## config.mk

```make
export PLATFORM = sky130hd
export DESIGN_NAME = conv_3x3_stream_feeder
export DESIGN_NICKNAME = d
export VERILOG_FILES = /design/src/rtl/conv_3x3_stream_feeder.sv
export SDC_FILE = /design/constraint.sdc
export NUM_CORES = 1
export LEC_CHECK = 0
export ABC_CLOCK_PERIOD_IN_PS = 2700
export CORE_ASPECT_RATIO = 1.5
export CORE_MARGIN = 8
export CORE_UTILIZATION = 49
export CTS_CLUSTER_SIZE = 16
export DETAILED_ROUTE_END_ITERATION = 8
export MAX_ROUTING_LAYER = met4
export PLACE_DENSITY_LB_ADDON = 0.2
export SLEW_MARGIN = 25
export SYNTH_ARGS = -nofsm -noshare
export SYNTH_HDL_FRONTEND = slang
export SYNTH_SLANG_ARGS = --single-unit
export TNS_END_PERCENT = 1
```

## constraint.sdc

```tcl
create_clock -name clk -period 2.7 [get_ports clk]
set_input_delay 0.54 -clock clk [delete_from_list [all_inputs] [get_ports clk]]
set_output_delay 0.54 -clock clk [all_outputs]
set_load 0.02 [all_outputs]
```

## src/rtl/conv_3x3_stream_feeder.sv

```systemverilog
// Streams kernel weights and feature-map planes from two single-port RAMs to a 3x3 conv top,
// output channel outer, input channel inner, with a flush gap after every pixel plane.
module conv_3x3_stream_feeder #(
   parameter int DATA_WIDTH      = 32,
   parameter int IMAGE_WIDTH     = 32,
   parameter int IMAGE_HEIGHT    = 32,
   parameter int CHANNEL_NUM_IN  = 128,
   parameter int CHANNEL_NUM_OUT = 128,
   parameter int KERNEL_SIZE     = 9,
   parameter int GAP_CYCLES      = 16,
   parameter int PXL_ADDR_WIDTH  = 17,
   parameter int WGT_ADDR_WIDTH  = 18
) (
   input  logic                      clk,
   input  logic                      reset,
   input  logic                      start,
   output logic                      pxl_rd_en,
   output logic [PXL_ADDR_WIDTH-1:0] pxl_rd_addr,
   input  logic [DATA_WIDTH-1:0]     pxl_rd_data,
   output logic                      wgt_rd_en,
   output logic [WGT_ADDR_WIDTH-1:0] wgt_rd_addr,
   input  logic [DATA_WIDTH-1:0]     wgt_rd_data,
   output logic                      valid_out,
   output logic [DATA_WIDTH-1:0]     pxl_out,
   output logic                      valid_weight_out,
   output logic [DATA_WIDTH-1:0]     weight_out,
   output logic                      busy,
   output logic                      done,
   output logic [2:0]                state_dbg
);

   localparam int PLANE = IMAGE_WIDTH * IMAGE_HEIGHT;
   localparam int K_W   = $clog2(KERNEL_SIZE + 1);
   localparam int PIX_W = $clog2(PLANE + 1);
   localparam int GAP_W = $clog2(GAP_CYCLES + 1);
   localparam int CI_W  = $clog2(CHANNEL_NUM_IN + 1);
   localparam int CO_W  = $clog2(CHANNEL_NUM_OUT + 1);

   typedef enum logic [2:0] {
      S_IDLE   = 3'd0,
      S_WEIGHT = 3'd1,
      S_PIXEL  = 3'd2,
      S_GAP    = 3'd3,
      S_DONE   = 3'd4
   } state_t;

   state_t state, state_nxt;

   logic [K_W-1:0]            k;
   logic [PIX_W-1:0]          pix;
   logic [GAP_W-1:0]          gap;
   logic [CI_W-1:0]           ci;
   logic [CO_W-1:0]           co;
   logic [WGT_ADDR_WIDTH-1:0] wgt_addr;
   logic [PXL_ADDR_WIDTH-1:0] pxl_addr;
   logic [DATA_WIDTH-1:0]     wgt_hold;
   logic [DATA_WIDTH-1:0]     pxl_hold;

   logic last_k, last_pix, last_gap, last_ci, last_pair;

   assign last_k    = (k == K_W'(KERNEL_SIZE - 1));
   assign last_pix  = (pix == PIX_W'(PLANE - 1));
   assign last_gap  = (gap == GAP_W'(GAP_CYCLES - 1));
   assign last_ci   = (ci == CI_W'(CHANNEL_NUM_IN - 1));
   assign last_pair = last_ci && (co == CO_W'(CHANNEL_NUM_OUT - 1));

   always_ff @(posedge clk or negedge reset) begin
      if (!reset) state <= S_IDLE;
      else        state <= state_nxt;
   end

   always_comb begin
      state_nxt = state;
      case (state)
         S_IDLE:   if (start) state_nxt = S_WEIGHT;
         S_WEIGHT: if (last_k) state_nxt = S_PIXEL;
         S_PIXEL:  if (last_pix) state_nxt = S_GAP;
         S_GAP:    if (last_gap) state_nxt = last_pair ? S_DONE : S_WEIGHT;
         S_DONE:   state_nxt = S_IDLE;
         default:  state_nxt = S_IDLE;
      endcase
   end

   always_comb begin
      wgt_rd_en = 1'b0;
      pxl_rd_en = 1'b0;
      busy      = 1'b0;
      done      = 1'b0;
      case (state)
         S_WEIGHT: begin wgt_rd_en = 1'b1; busy = 1'b1; end
         S_PIXEL:  begin pxl_rd_en = 1'b1; busy = 1'b1; end
         S_GAP:    busy = 1'b1;
         S_DONE:   done = 1'b1;
         default:  ;
      endcase
   end

   // Both read addresses walk their RAMs in order, so running counters replace the products;
   // the pixel address rewinds to plane 0 each time ci wraps.
   always_ff @(posedge clk or negedge reset) begin
      if (!reset) begin
         k        <= '0;
         pix      <= '0;
         gap      <= '0;
         ci       <= '0;
         co       <= '0;
         wgt_addr <= '0;
         pxl_addr <= '0;
      end else begin
         case (state)
            S_IDLE: if (start) begin
               k        <= '0;
               pix      <= '0;
               gap      <= '0;
               ci       <= '0;
               co       <= '0;
               wgt_addr <= '0;
               pxl_addr <= '0;
            end
            S_WEIGHT: begin
               wgt_addr <= wgt_addr + WGT_ADDR_WIDTH'(1);
               k        <= last_k ? '0 : k + K_W'(1);
            end
            S_PIXEL: begin
               pxl_addr <= pxl_addr + PXL_ADDR_WIDTH'(1);
               pix      <= last_pix ? '0 : pix + PIX_W'(1);
            end
            S_GAP: begin
               gap <= last_gap ? '0 : gap + GAP_W'(1);
               if (last_gap) begin
                  if (last_ci) begin
                     ci       <= '0;
                     co       <= co + CO_W'(1);
                     pxl_addr <= '0;
                  end else begin
                     ci <= ci + CI_W'(1);
                  end
               end
            end
            default: ;
         endcase
      end
   end

   always_ff @(posedge clk or negedge reset) begin
      if (!reset) begin
         valid_weight_out <= 1'b0;
         valid_out        <= 1'b0;
         wgt_hold         <= '0;
         pxl_hold         <= '0;
      end else begin
         valid_weight_out <= wgt_rd_en;
         valid_out        <= pxl_rd_en;
         if (valid_weight_out) wgt_hold <= wgt_rd_data;
         if (valid_out)        pxl_hold <= pxl_rd_data;
      end
   end

   // RAM data arrives one cycle after the read, so the live word is passed straight through
   // while valid and the last word is held otherwise.
   assign weight_out  = valid_weight_out ? wgt_rd_data : wgt_hold;
   assign pxl_out     = valid_out ? pxl_rd_data : pxl_hold;
   assign wgt_rd_addr = wgt_addr;
   assign pxl_rd_addr = pxl_addr;
   assign state_dbg   = state;

endmodule

```

-- Word-level counts from Yosys, hierarchy flattened
Index checks and enable logic that the tools add are counted.
- register bits: 140
- word-level logic and storage cells: 81
- bits of input ports: 67
- output and inout port bits: 108
- $add $sub $neg: 7
- eq/ne operators: 14
- reductions and logical operators: 14
- mux-type cells: 34
- operator list (operator ; number):
    $mux W32 ; 2
    $mux W17 ; 3
    $pmux W17 S3 ; 1
    $mux W8 ; 5
    $pmux W18 S2 ; 1
    $pmux W8 S2 ; 2
    $mux W11 ; 2
    $pmux W11 S2 ; 1
    $add A18 B1 Y18 const B ; 1
    $mux W18 ; 1
    $add A17 B1 Y17 const B ; 1
    $add A8 B1 Y8 const B ; 2
    $eq A8 B7 Y1 const B ; 2
    $mux W3 ; 5
    $pmux W3 S4 ; 1
    $reduce_and A4 Y1 ; 3
    $add A11 B1 Y11 const B ; 1
    $eq A11 B10 Y1 const B ; 1
    $mux W5 ; 2
    $ne A2 B2 Y1 const B ; 5
    $pmux W5 S2 ; 1
    $mux W4 ; 2
    $pmux W4 S2 ; 1
    $eq A3 B2 Y1 const B ; 2
    other kinds (14) ; 21

-- Logic depth before layout (Yosys ltp)
Gate-level depths: netlist (run 1).
- depth after elaboration: 5
- gate-level depth with buffers: 8
- mapped depth without buffers: 6

-- Worst setup path before layout (run 1)
No wires, ideal clock.
- path type: flip-flop to output port
- from: register state[1], in the netlist state_dbg[1]
- to: output wgt_rd_en
- data arrival time: 1488 ps
- path buffers: 3
- path slack: 672 ps
- cell stages (with the launch flop): 6
- required time: 2160 ps
- cell sequence: dfrtp_1 -> buf_6 -> or3b_1 -> buf_2 -> inv_2 -> buf_2
- cells in the longest elaborated chain, start to end: 2
- RTL lines (what ; RTL line ; source):
    start: declaration ; 47 ; state_t state, state_nxt;
    start signal: assignment ; 69 ; else state <= state_nxt;
    $eq A3 B1 Y1 ; 89 ; case (state)
    $mux W1 ; 89 ;
    end: declaration ; 20 ; output logic wgt_rd_en,
No other way between the ends.

-- Final worst setup path (run 1)
- from: register valid_weight_out
- to: output weight_out[26]
- cells in the longest elaborated chain, start to end: 1
- RTL lines (what ; RTL line ; source):
    start: declaration ; 25 ; output logic valid_weight_out,
    start signal: assignment ; 152 ; valid_weight_out <= wgt_rd_en;
    $mux W32 ; 161 ; assign weight_out = valid_weight_out ? wgt_rd_data : wgt_hold;
    end: declaration ; 26 ; output logic [DATA_WIDTH-1:0] weight_out,
No other way between the ends.

==> results of run 1 <==
## sequential cells by signal, indices dropped and copies added (netlist names), 4 cells and up
| name | flops |
|---|---|
| pix | 11 |
| k | 4 |
| co | 8 |
| pxl_rd_addr | 17 |
| ci | 8 |
| wgt_hold | 32 |
| pxl_hold | 32 |
| wgt_rd_addr | 18 |
| gap | 5 |
## metal layers
| layer | share of wire [%] | global-route usage [%] | routed length (um) | up-vias |
|---|---|---|---|---|
| met3 | 5.9 | 4.78 | 1060 | 35 |
| met1 | 37 | 22.9 | 6630 | 2595 |
| met2 | 54 | 37.2 | 9620 | 149 |
| li1 | - | - | - | 2454 |
| met5 | 0 | - | 0 | - |
| met4 | 2.6 | 8.91 | 469 | 0 |
## critical path: cells and delay by family, from the launching register on
kind,cells,cell delay [ns]
buffers and inverters,2,0.89
DFF,1,0.34
muxes,1,0.39
## worst max path at each step
stage / from / endpoint / slack, ns / cells past startpoint
floorplan: state_dbg[1] / wgt_rd_en / 0.67 / 5
global placement: start / co[7] / 0.22 / 7
detailed placement: start / co[7] / 0.19 / 7
CTS: valid_weight_out / weight_out[26] / 0.1 / 3
global route: valid_weight_out / weight_out[26] / 0.05 / 3
finish: valid_weight_out / weight_out[26] / 0.12 / 3
## area by class of cell
| class | instances | area [um2] | area share (%) |
|---|---|---|---|
| clock buffer | 18 | 429 | 4.74 |
| tap | 159 | 199 | 2.20 |
| clock inverter | 14 | 160 | 1.77 |
| multi-input combinational | 387 | 2800 | 30.9 |
| sequential | 140 | 3500 | 38.7 |
| inverter | 11 | 42.5 | 0.470 |
| timing repair buffer | 194 | 1920 | 21.2 |
## power by group through the flow
stage	clock network, mW	registers [mW]	logic [mW]
3_5_place_dp	0	2.26	0.484
6_report	2.32	2.22	0.476
3_3_place_gp	0	2.25	0.472
2_1_floorplan	0	2.26	0.164
5_1_grt	2.44	2.22	0.512
4_1_cts	2.36	2.22	0.486
## cell usage after synthesis, drive strengths merged, types with 2 or more instances
| cell | count |
|---|---|
| a2111o | 2 |
| a211oi | 4 |
| or3 | 7 |
| nor2 | 14 |
| a311oi | 3 |
| nand2b | 13 |
| o21ai | 34 |
| inv | 10 |
| and3 | 9 |
| or2 | 2 |
| a22o | 6 |
| dfrtp | 140 |
| nand4 | 16 |
| or3b | 2 |
| mux2 | 64 |
| nor2b | 2 |
| nand3b | 3 |
| nand2 | 55 |
| a21oi | 23 |
| and2 | 6 |
| clkbuf | 9 |
| o211ai | 4 |
| or4 | 5 |
| ha | 8 |
| nor3 | 4 |
| mux2i | 25 |
| nand3 | 30 |
| and3b | 4 |
| and4 | 7 |
| o21a | 3 |
| a31oi | 2 |
| o31ai | 10 |
| o41ai | 5 |
| a21boi | 4 |
| buf | 22 |
## kinds of logic after synthesis
family / synth area share [%]
AOI/OAI and AO/OA: 10.7
muxes: 15.0
DFF: 54.1
and+or+nand+nor: 15.8
adders and majority gates: 1.55
buffers and inverters: 2.82
## what timing repair did
action | 4_1_cts | 5_1_grt
hold buffers | 0 | 0
setup endpoints to repair | 2 | 0
hold endpoints to repair | 0 | 0
gates resized for setup | 2 | 0
==> flow_summary.ini, run 1 <==
[place]
place_area_um2 = 8460
gp_congestion = 0.852
port_buffers = 174
dp.cells = 891
pre_cts_ws_ns = 0.188
place_hpwl_um = 13300

[power_and_ir_drop]
p_total_mw = 5.01
swShare_pct = 24.0
leakage_nw = 3.83
p_int_mw = 3.81
seqPwrFrac_pct = 44.3
ir_drop_v = 0.000384
p_comb_share_pct = 9.5
clockPowerShare_pct = 46.2
power.switching_mw = 1.20
powerDensity_nw_per_um2 = 554

[routing]
drt_iter0_drc = 216
wirelength_um = 17800
wl_per_cell_um = 19.3
route.detailed.drc = 0
post_drt_via_cell_ratio = 5.67
ant_nets = 0
vias = 5233
firstDrtPassIters = 5

[yosys]
synth_top_cell_by_area = dfrtp_1
syn-cell-area_um2 = 6470
ys_dominant_reg_cell = dfrtp_1
seq_area_frac_synth_pct = 54.1
synth-edff-count = 0
ys_ff_latch = 140
synthArstFlopShare_pct = 100
synthTopCellsByArea = dfrtp_1 (54%), mux2_2 (11%), mux2i_1 (3.9%)
yosysUniqueCellTypes = 54
yosys_warnings = 0
avgSynthCellArea_um2 = 11.4
syn_nets = 644
synth_top_area_share_pct = 54.1
syn_inst = 569

[cells_and_area]
syn_to_final_growth_pct = 39.8
fillers = 968
final_cell_mix = clkdlybuf4s50_1 (171), dfrtp_1 (140), mux2_2 (64)
drive_gt1_share_pct = 16.6
post-route-util_pct = 69.8
diodes = 0
fin_cells = 923
final_area_um2 = 9050
layout_commonest_cell = clkdlybuf4s50_1
layout.nets = 826

[setup_path]
start_kind = flop
path_cells = buf_4, mux2_2, clkdlybuf4s50_1
end_kind = output pin
slowest_delay_ns = 0.59
cp.required_ns = 2.16
regToRegEndpoint = pxl_rd_addr[16]
critical_path_class = flop to output pin
reg2regPathDepth = 6
rr_startpoint = gap[0]
reg2reg_slack_ns = 0.40
crit_slowest_cell = clkdlybuf4s50_1
crit_arrival_ns = 2.04
worstPathMaxFanout = 22

[clock_network]
clk-insertion-delay-late_ns = 0.42
clockBufferDepth = 2
clk_pin_slew_ns = 0.06
cts-buffers-inserted = 17
cts_tree = built
clock_sinks = 140
cts-htree-levels = 4
root_buffer = clkbuf_16
postCtsSetupBuffers = 0

[global_routing]
grt_pass1_vias = 5476
grt_pass1_wl_um = 28200
grt.total_usage_pct = 21.5
antenna_found_initial = 0
grt_start_max_net_pins = 58
overflow = 0

[timing]
fmax_mhz = 388
slew_violations = 0
setup_ws_ns = 0.121
fin_skew_ns = 0.00954
setup_viol = 0
slew_headroom_pct = 54.2
finalSetupTns_ns = 0
worst_slew_pin_slew_ns = 0.669
finalCritPeriodShare_pct = 95.5
hold_viol_final = 0
period_minus_slack_ns = 2.58
rsz0062_at_grt = false
hold_ws_ns = 0.0594

[die]
die_w_um = 110
io_pins = 175
rows = 51
die_y_um = 157
dieArea_um2 = 17200
core_um2 = 13000
initial_utilization_pct = 50.0

[min_path]
hp-class = input port to async pin

[status]
outcome = completed

[job]
cap_violations = 0
No activity file was read; power rests on OpenSTA's default activity.
==> run 2: changes to the inputs <==
--- a/config.mk
+++ b/config.mk
@@ -7,10 +7,11 @@
 export LEC_CHECK = 0
 export ABC_CLOCK_PERIOD_IN_PS = 2700
 export CORE_ASPECT_RATIO = 1.5
-export CORE_MARGIN = 8
+export CORE_MARGIN = 1.5
 export CORE_UTILIZATION = 49
 export CTS_CLUSTER_SIZE = 16
 export DETAILED_ROUTE_END_ITERATION = 8
+export HOLD_SLACK_MARGIN = 0.08
 export MAX_ROUTING_LAYER = met4
 export PLACE_DENSITY_LB_ADDON = 0.2
 export SLEW_MARGIN = 25
==> run 2 against run 1 <==
  * Via count grew 0.19%
  * Largest power group unchanged
  * Utilization grew 0.087 points
  * Highest routed layer unchanged
  * Critical path type unchanged
  * Non-clock buffer count shrank 2
  * Flip-flop and latch count is the same
  * Register-to-register slack lost 0.16 ns
  * Clock power grew 3%
  * Sequential power is essentially flat
  * Worst hold slack gained 0.071 ns
  * Clock skew is essentially flat
==> flow_summary.ini, run 2 (synthesis gave the netlist of run 1 again) <==
[routing]
top_layer_used = met4
post_drt_via_cell_ratio = 5.69
ant_nets = 0
firstDrtPassIters = 4
wl_met3_um = 693
wirelength_um = 16200
wl_per_cell_um = 17.6
wl_met1_um = 6540
drt_iter0_drc = 196
route.detailed.drc = 0
wl_met2_um = 8680
vias = 5243

[timing]
fin_skew_ns = 0.00945
hold_ws_ns = 0.131
slew_violations = 0
finalCritPeriodShare_pct = 96.7
period_minus_slack_ns = 2.61
rsz0062_at_grt = false
fmax_mhz = 383
setup_viol = 0
finalSetupTns_ns = 0
slew_headroom_pct = 48.3
worst_slew_pin_slew_ns = 0.775
hold_viol_final = 0

[clock_network]
clk-insertion-delay-late_ns = 0.42
clock_sinks = 140
cts_hold_buf = 0
clockBufferDepth = 2
root_buffer = clkbuf_16
cts-htree-levels = 4
cts-buffers-inserted = 17
clk_pin_slew_ns = 0.06
ctsResizeCount = 0
cts_tree = built
postCtsSetupBuffers = 0

[place]
gp_congestion = 0.847
dp.cells = 889
place_hpwl_um = 11400
port_buffers = 174
place_area_um2 = 8450

[global_routing]
grt_pass1_vias = 5346
grt.total_usage_pct = 24.2
grt_start_max_net_pins = 69
grt_pass1_wl_um = 26400
overflow = 0
antenna_found_initial = 0

[job]
cap_violations = 0

[power_and_ir_drop]
leakage_nw = 3.81
powerDensity_nw_per_um2 = 561
ir_drop_v = 0.000413

[die]
initial_utilization_pct = 50.0
die_w_um = 96.8
rows = 51
io_pins = 175
die_y_um = 144
core_um2 = 13000
dieArea_um2 = 13900

[setup_path]
worstPathMaxFanout = 33
critical_path_class = flop to output pin
end_kind = output pin
slowest_delay_ns = 0.56
crit_arrival_ns = 2.07
crit_slowest_cell = clkdlybuf4s50_1
cp_top_family = buffers and inverters
cp.required_ns = 2.16
crit_buf_inv = 2
path_cells = buf_4, mux2_2, clkdlybuf4s50_1
start_kind = flop

[cells_and_area]
layout_commonest_cell = clkdlybuf4s50_1
layout.nets = 824
syn_to_final_growth_pct = 40.0
final_area_um2 = 9060
final_cell_mix = clkdlybuf4s50_1 (173), dfrtp_1 (140), mux2_2 (64)
fillers = 955
drive_gt1_share_pct = 16.4
fin_cells = 921
diodes = 0

[min_path]
hp-class = input port to async pin

[status]
outcome = completed
-- run 2: cell count changes in the layout (fill, tap and decap cells not counted) --
cell,before,now
inv_6,6,1
dlygate4sd2_1,2,0
clkinv_2,1,2
clkinvlp_4,4,6
clkbuf_8,0,1
clkdlybuf4s50_1,171,173
bufinv_16,2,3
buf_6,1,2
buf_4,18,15
-- run 2: final timing paths --
path / startpoint / to / slack (ns) / depth (start not counted)
setup reg to reg: gap[0] / co[2] / 0.24 / 6
max in group asynchronous: reset / wgt_hold[0] / 1.90 / 2
hold reg to reg: wgt_rd_addr[17] / wgt_rd_addr[17] / 0.49 / 1
hold / removal: reset / pxl_hold[2] / 0.13 / 1
min in group clk: wgt_rd_addr[17] / wgt_rd_addr[17] / 0.49 / 1
setup / recovery: valid_out / pxl_out[29] / 0.09 / 3
-- run 2: per-stage QoR --
step / util (%) / setup slack [ns] / power (mW)
finish: 69.9 / 0.0882 / 5.08
global route: 69.9 / 0.0112 / 5.27
CTS: 69.9 / 0.0408 / 5.13
detailed placement: 65.2 / 0.0983 / 2.74
global placement: 65.2 / 0.208 / 2.72
floorplan: - / 0.672 / 2.43
-- run 2: layer usage --
layer,track usage (%),vias up
li1,-,2435
met4,9.23,0
met1,26.9,2615
met3,5.25,25
met2,42.5,168
met5,-,-
-- run 2: area by class of cell --
class                           instances  area (um2)  area share (%)
Inverter                               11        42.5           0.470
Multi-Input combinational cell        387        2800            30.9
Sequential cell                       140        3500            38.7
Clock buffer                           19         443            4.89
Timing Repair Buffer                  192        1910            21.0
Clock inverter                         13         166            1.84
Tap cell                              159         199            2.20
-- run 2: power breakdown --
| part | internal, mW | switching, mW |
|---|---|---|
| clock | 1.48 | 0.908 |
| sequential | 2.17 | 0.0474 |
| combinational | 0.256 | 0.220 |
==> run 3: changes to the inputs <==
--- a/config.mk
+++ b/config.mk
@@ -8,9 +8,10 @@
 export ABC_CLOCK_PERIOD_IN_PS = 2700
 export CORE_ASPECT_RATIO = 1.5
 export CORE_MARGIN = 1.5
-export CORE_UTILIZATION = 49
+export CORE_UTILIZATION = 63
 export CTS_CLUSTER_SIZE = 16
 export DETAILED_ROUTE_END_ITERATION = 8
+export DONT_BUFFER_PORTS = 1
 export HOLD_SLACK_MARGIN = 0.08
 export MAX_ROUTING_LAYER = met4
 export PLACE_DENSITY_LB_ADDON = 0.2
==> run 3 against run 2 <==
  * Utilization rose by 1.4 points
  * Flip-flop and latch count did not move
  * Combinational power fell by 61%
  * Setup slack improved by 0.12 ns
  * The flow now finishes with violations (negative hold slack)
  * Register-to-register slack improved by 0.20 ns
  * Non-clock buffer count fell by 182
  * Largest cell class unchanged
  * Routed wire length fell by 14%
  * Worst hold slack got worse by 0.31 ns
  * Die area fell by 22%
  * Sequential share of layout area rose by 10 points
==> flow_summary.ini, run 3 (synthesis gave the netlist of run 1 again) <==
[status]
outcome = finished with violations
violations = negative hold slack

[die]
die_w_um = 85.8
rows = 45
io_pins = 175
core_um2 = 10100
dieArea_um2 = 10900
die_y_um = 127
initial_utilization_pct = 64.2

[clock_network]
ctsResizeCount = 0
cts-htree-levels = 4
clk_pin_slew_ns = 0.06
postCtsSetupBuffers = 0
clockBufferDepth = 2
cts_tree = built
clock_sinks = 140
cts-buffers-inserted = 17
clk-insertion-delay-late_ns = 0.41
root_buffer = clkbuf_16

[global_routing]
grt_pass1_wl_um = 21800
grt_pass1_vias = 4327
grt.total_usage_pct = 26.4
antenna_found_initial = 0
grt_start_max_net_pins = 141
overflow = 0

[routing]
ant_nets = 0
wirelength_um = 13900
firstDrtPassIters = 4
drt_iter0_drc = 289
post_drt_via_cell_ratio = 6.43
vias = 4483
wl_per_cell_um = 19.9
route.detailed.drc = 0

[timing]
worst_slew_pin_slew_ns = 0.755
fin_skew_ns = 0.0114
rsz0062_at_grt = false
hold_ws_ns = -0.178
finalCritPeriodShare_pct = 92.4
finalSetupTns_ns = 0
fmax_mhz = 401
period_minus_slack_ns = 2.49
slew_headroom_pct = 49.7
hold_viol_final = 140
setup_viol = 0
slew_violations = 0

[cells_and_area]
final_cell_mix = dfrtp_1 (140), mux2_2 (64), nand2_1 (55)
fin_cells = 697
drive_gt1_share_pct = 20.2
layout_commonest_cell = dfrtp_1
diodes = 0
final_area_um2 = 7190
layout.nets = 642
syn_to_final_growth_pct = 11.0

[setup_path]
worstPathMaxFanout = 14
start_kind = flop
end_kind = output pin
reg2reg_slack_ns = 0.44
reg2regPathDepth = 5
regToRegEndpoint = pxl_rd_addr[15]
cp.required_ns = 2.16
critical_path_class = flop to output pin
crit_arrival_ns = 1.95
rr_startpoint = gap[0]

[place]
port_buffers = 0
dp.cells = 665
gp_congestion = 0.791
place_area_um2 = 6570
place_hpwl_um = 9760

[power_and_ir_drop]
ir_drop_v = 0.000354
powerDensity_nw_per_um2 = 674
leakage_nw = 3.11

[min_path]
hp-class = input port to async pin

[job]
cap_violations = 0
## run 3: cell count changes in the layout (fill, tap and decap cells not counted), sizes merged
cell           before  now
buf                19   10
clkinvlp            6    2
clkbuf             19   18
clkdlybuf4s50     173    0
inv                11   16
## run 3: cell type report
class	instances	area (um2)
repair buffers	10	75.1
flip-flops and latches	140	3500
clock buffers	18	439
clock inverters	14	183
multi-input cells	387	2800
inverters	11	42.5
fillers	708	2890
well taps	117	146
## run 3: power breakdown
part | switching [mW] | total, mW | internal, mW
Combinational | 0.122 | 0.186 | 0.0641
Clock | 0.915 | 2.41 | 1.50
Sequential | 0.0717 | 2.24 | 2.17
Total | 1.11 | 4.84 | 3.74
## run 3: metal layers
| metal | track usage [%] | part of all wire, % |
|---|---|---|
| met4 | 9.96 | 1.7 |
| met5 | - | 0 |
| met3 | 8.27 | 6.6 |
| met1 | 28.6 | 38 |
| met2 | 45.0 | 54 |
## run 3: worst max-delay path by stage
stage | from | to | slack (ns) | depth (start not counted)
2_1_floorplan | state_dbg[1] | wgt_rd_en | 0.67 | 5
3_3_place_gp | state_dbg[1] | wgt_rd_addr[17] | 0.53 | 4
3_5_place_dp | state_dbg[1] | wgt_rd_addr[17] | 0.46 | 4
4_1_cts | state_dbg[1] | wgt_rd_en | 0.19 | 2
5_1_grt | state_dbg[1] | wgt_rd_en | 0.08 | 2
6_report | state_dbg[1] | wgt_rd_en | 0.21 | 2
## run 3: stage by stage
stage          power [mW]  hold WS [ns]  utilization [%]  setup WS [ns]
6_report             4.84        -0.178             71.3          0.206
5_1_grt              5.01        -0.201             71.3         0.0772
4_1_cts              4.90        -0.197             71.3          0.188
3_5_place_dp         2.47         0.247             65.1          0.461
3_3_place_gp         2.46         0.247             65.1          0.533
2_1_floorplan        2.43         0.244                -          0.672
## run 3: worst max-delay path: stages (launching register included)
cell and delay (ns):
dfrtp_1 0.59, or3b_1 0.64, inv_2 0.31
==> patch 1, RTL diff (flow settings as in run 3) <==
The parameter `WGT_ADDR_WIDTH` goes from 18 to 36.
--- a/src/rtl/conv_3x3_stream_feeder.sv
+++ b/src/rtl/conv_3x3_stream_feeder.sv
@@ -9,7 +9,7 @@
    parameter int KERNEL_SIZE     = 9,
    parameter int GAP_CYCLES      = 16,
    parameter int PXL_ADDR_WIDTH  = 17,
-   parameter int WGT_ADDR_WIDTH  = 18
+   parameter int WGT_ADDR_WIDTH  = 36
 ) (
    input  logic                      clk,
    input  logic                      reset,
Interface: changed (resized wgt_rd_addr); port bits go from 175 to 193. No check against the original RTL was run, so the function may have changed too.
==> patch 1 against run 3 <==
- the flow still finishes with violations (negative hold slack)
- sequential cell count is 18 higher
- first-iteration DRC count is 5.2% lower
- routed wire length is 27% higher
- non-clock buffer count is 9 higher
- via count is 27% higher
- synthesized area is 17% higher
- largest cell class unchanged
- global-route usage is 2.6 points higher
- final area is 16% higher
- critical path type unchanged
- setup slack worse by 70 ps
- hold slack worse by 18 ps
Power is not compared: it rests on default switching activity, and its combinational part moved more than twofold at a synthesized area within 25%.
==> patch 1: results (changes against run 3) <==
Run status
  – Status: finished with violations
  – Failing checks: negative hold slack

Synth
  – Sequential cell area fraction in the yosys report: 52.40% (-1.7 points)
  – Synth Instances: 685 (+20%)
  – Async S/R FF share, synth: 100.0% (unchanged)
  – Synth top area cells: dfrtp_1 52%, mux2_2 10%, mux2i_1 5.2%
  – Ys Warns: 0 (unchanged)
  – Mapped Nets: 760 (+18%)
  – Ys flop type: dfrtp_1
  – Synth unique cells: 65 (+20%)
  – Synth top cells by count: 158 x dfrtp_1, 67 x mux2_2, 65 x nand2_1

Clocking
  – CTS root buffer: clkbuf_16
  – Clk_lat worst skew: around 420 ps
  – Clock buffer depth: 2 (unchanged)
  – Clock transition at path regs: around 70 ps
  – H-tree levels: 4 (unchanged)
  – Num CTS Buffers: 17 (unchanged)

STA
  – Fin Hold WS: -195.4 ps (-17.90 ps)
  – Slew Limit Headroom: 40.26% (-9.4 points)
  – Clock Skews: 9.704 ps (-1.678 ps)
  – Final Hold Vio Count: 158 (+13%)

Placed design
  – Placed cell areas: 0.007710 mm² (+17%)
  – Placed Cells incl. Taps: 819 (+23%)
  – Hpwl dp: 12710 µm (+30%)
  – GP Congestion: 0.8881 (+12%)
  – Port buffer count: 0 (unchanged)

Setup path
  – Maximum fanout along the worst path: 19 (+5)
  – Worst Path Arrival: 2020 ps (+70 ps)
  – WS Path Type: reg -> out

Route
  – Vias per Instance: 6.675 (+3.8%)
  – Drt wl/cell: 20.74 µm (+4.1%)
  – Via count: 5680 (+27%)
  – Starting DRC count in detailed routing: 274 (-5.2%)
  – First-pass detailed-route iteration total: 5 (+1)

Pwr
  – Lkg Pwr: about 3.6 nW
  – Switching share of power: roughly 40%
  – Maximum vdd drop: a little under 0.5 mV

Global route
  – Overall Global Routing Usage: 28.96% (+2.6 points)
  – Global-route wire length before repair: 27710 µm (+27%)
  – Initial antenna violation count: 0 (unchanged)
  – Largest net degree at the start of global routing: 159 (+13%)
  – Number of global-route vias before repair: 5596 (+29%)

Hold path
  – Worst hold path class: in -> async

Final layout
  – Layout cells sized above 1: 19.12% (-1.1 points)
  – Diodes inserted: 0 (unchanged)
  – Max reg flops: 36
[patch 1: metal layers]
metal	vias to the layer above	GRT usage [%]	share of wire (%)
li1	2552	-	-
met1	2836	29.55	36
met2	254	52.33	55
met3	38	7.556	6.5
met4	0	11.62	2.1
met5	-	-	0
[patch 1: critical path, stage by stage, from the launching register on]
cell and delay (ps):
dfrtp_1 550, or3b_1 380, buf_4 230, clkinv_1 190, buf_4 250
[patch 1: cell type report]
cell class / instances / area [µm²]
sequential: 158 / 3954
clock inverter: 15 / 168.9
inverter: 18 / 67.56
fill: 826 / 3287
tap: 150 / 187.7
multi-input combinational: 474 / 3358
clock buffer: 17 / 425.4
timing repair buffer: 19 / 142.6
[patch 1: repair_timing]
action                                 CTS  global route
gates resized for setup                  0             0
endpoints found under the hold margin  158           158
setup buffers                            0             0
[patch 1: cells by family after synthesis]
| kind of cell | count (synthesis) | share of synthesized area [%] |
|---|---|---|
| simple gates | 245 | 17.84 |
| mux | 106 | 15.17 |
| fa+ha+maj | 8 | 1.327 |
| xor+xnor | 1 | 0.1161 |
| buf+inv | 53 | 3.100 |
| compound gates | 114 | 10.05 |
| flops | 158 | 52.40 |
[patch 1: power by group through the flow]
stage	Combinational [mW]	Sequential [mW]	Clock, mW
finish	3.07	3.44	2.38
global route	3.28	3.49	2.52
CTS	3.08	3.44	2.42
detailed placement	3.07	3.48	0
global placement	2.98	3.42	0
floorplan	2.58	3.39	0
[patch 1: path summary, 6_finish.rpt]
path,from,end,slack (ps),cells past startpoint
setup reg to reg,state_dbg[1],wgt_rd_addr[2],320,6
min in group clk,start,state_dbg[0],360,2
hold / removal,reset,pxl_hold[10],-200,0
max in group asynchronous,reset,wgt_rd_addr[15],2680,0
hold reg to reg,co[7],co[7],480,1
setup / recovery,state_dbg[0],wgt_rd_en,140,4
[patch 1: through the flow]
stage          worst slack (ps)  power [mW]
2_1_floorplan             636.7       5.971
5_1_grt                   58.13       9.299
3_3_place_gp              530.3       6.399
3_5_place_dp              406.6       6.553
6_report                  136.4       8.886
4_1_cts                   157.8       8.938
==> patch 2, RTL diff (settings of run 3) <==
Made on the original files. Put a register stage on the outputs `pxl_out` and `weight_out`, cleared by the reset. The values now appear one clock later. The other outputs are not delayed to match.
--- a/src/rtl/conv_3x3_stream_feeder.sv
+++ b/src/rtl/conv_3x3_stream_feeder.sv
@@ -158,8 +158,15 @@
 
    // RAM data arrives one cycle after the read, so the live word is passed straight through
    // while valid and the last word is held otherwise.
-   assign weight_out  = valid_weight_out ? wgt_rd_data : wgt_hold;
-   assign pxl_out     = valid_out ? pxl_rd_data : pxl_hold;
+   always_ff @(posedge clk or negedge reset) begin
+      if (!reset) begin
+         pxl_out    <= '0;
+         weight_out <= '0;
+      end else begin
+         pxl_out    <= valid_out ? pxl_rd_data : pxl_hold;
+         weight_out <= valid_weight_out ? wgt_rd_data : wgt_hold;
+      end
+   end
    assign wgt_rd_addr = wgt_addr;
    assign pxl_rd_addr = pxl_addr;
    assign state_dbg   = state;
Check against the original RTL: not equivalent (Yosys sat finds a counterexample within 4 cycles, from zero or initial values and one cycle with reset low).
==> patch 2 against run 3 <==
- first-iteration DRC count is 2.8% lower
- final area is 1.9% lower
- utilization is 1.5 points higher
- setup slack worse by 91 ps
- synthesized cell count is 4.2% lower
- sequential cell count stayed put
- the run still ends with negative hold slack left
- final cell count is 2.0% lower
- critical endpoint unchanged
- clock skew is 1.3 ps lower
- routed wire length is 9.3% lower
- synthesized area is 3.1% lower
- non-clock buffer count is 1 higher
Power is not compared: it rests on default switching activity, and its combinational part moved more than twofold at a synthesized area within 25%.
==> patch 2: results (changes against run 3) <==
Run status
  – Failing checks: negative hold slack
  – Status: finished with violations

Floorplan
  – Die area: 0.01058 mm² (-3.0%)

Final layout
  – Non-Filler Instances: 683 (-2.0%)
  – Non-clk bufs: 11 (+1)
  – Diodes inserted: 0 (unchanged)
  – Final core occ: 72.77% (+1.5 points)
  – Multi-input gates: 376 (-2.8%)
  – NonClk Buf Share: 1.171% (+0.13 points)
  – Multi-input combinational area share: 37.60% (-1.3 points)
  – Layout Nets: 630 (-1.9%)
  – Fill count: 700 (-1.1%)
  – Clock network share of area: 9.015% (+0.36 points)

STA
  – Fin Hold WS: -173.8 ps (+3.724 ps)
  – Slew Limit Headroom: 53.49% (+3.8 points)
  – Final Hold Vio Count: 140 (unchanged)
  – Clock Skews: 10.07 ps (-1.313 ps)

Synth
  – Mapped Nets: 620 (-3.7%)
  – Synth unique cells: 60 (+11%)
  – Sequential cell area fraction in the yosys report: 55.84% (+1.7 points)
  – Synth top cells by count: 140 x dfrtp_1, 64 x mux2_2, 51 x nand2_1
  – Synth top area cells: dfrtp_1 56%, mux2_2 11%, o21ai_0 3.3%
  – Synth Instances: 545 (-4.2%)

Route
  – Vias per Instance: 6.281 (-2.3%)
  – Met1 WL: 4765 µm (-9.1%)
  – DR WL met3: 838 µm (-8.9%)
  – Starting DRC count in detailed routing: 281 (-2.8%)
  – First-pass detailed-route iteration total: 5 (+1)
  – Met2 WL post-DR: 6785 µm (-9.3%)
  – Final wirelength: 12590 µm (-9.3%)

Placed design
  – Hpwl dp: 8846 µm (-9.4%)
  – Placed Cells incl. Taps: 651 (-2.1%)
  – Pre-CTS WS: 491.4 ps (+30.76 ps)
  – Placed cell areas: 0.006415 mm² (-2.3%)
  – GP Congestion: 0.8997 (+14%)

Global route
  – Number of global-route vias before repair: 4335 (+0.18%)
  – Overall Global Routing Usage: 25.73% (-0.64 points)
  – Global-route wire length before repair: 21300 µm (-2.2%)

Setup path
  – CP startpoint: state_dbg[2]
  – Maximum fanout along the worst path: 13 (-1)
  – Worst Path Arrival: 2050 ps (+100 ps)
  – Slowest stage delay, CP: 670 ps (+30 ps)
  – Slowest stage cell, crit path: or3b_2

Pwr
  – Total power: ~7.6 mW
==> patch 2: path summary, 6_finish.rpt <==
check	cells after the start	slack [ps]	endpoint
max	3	110	wgt_rd_en
min	0	-170	pxl_out[7]
max reg2reg	6	440	wgt_rd_addr[17]
min reg2reg	1	510	co[0]
max in group asynchronous	0	2660	wgt_rd_addr[6]
min in group clk	1	280	pxl_out[24]
==> patch 2: worst register-to-register path, cell delays in order (launching register included) <==
cell and delay, ps:
dfrtp_1 580, or3b_2 670, inv_1 150, buf_4 230, and3_1 220, nand3_1 110, mux2i_1 160
==> patch 2: cells by family after synthesis <==
logic type      count (synthesis)  synth area share (%)
compound gates                 97                 9.793
flops                         140                 55.84
fa+ha+maj                       8                 1.596
buf+inv                        29                 1.895
simple gates                  178                 15.12
xor+xnor                       18                 2.513
mux                            75                 13.24
==> patch 2: routing by layer <==
layer	vias up	track usage, %
met5	-	-
met4	0	7.970
met3	16	8.119
met2	164	43.34
met1	2112	29.33
li1	1998	-
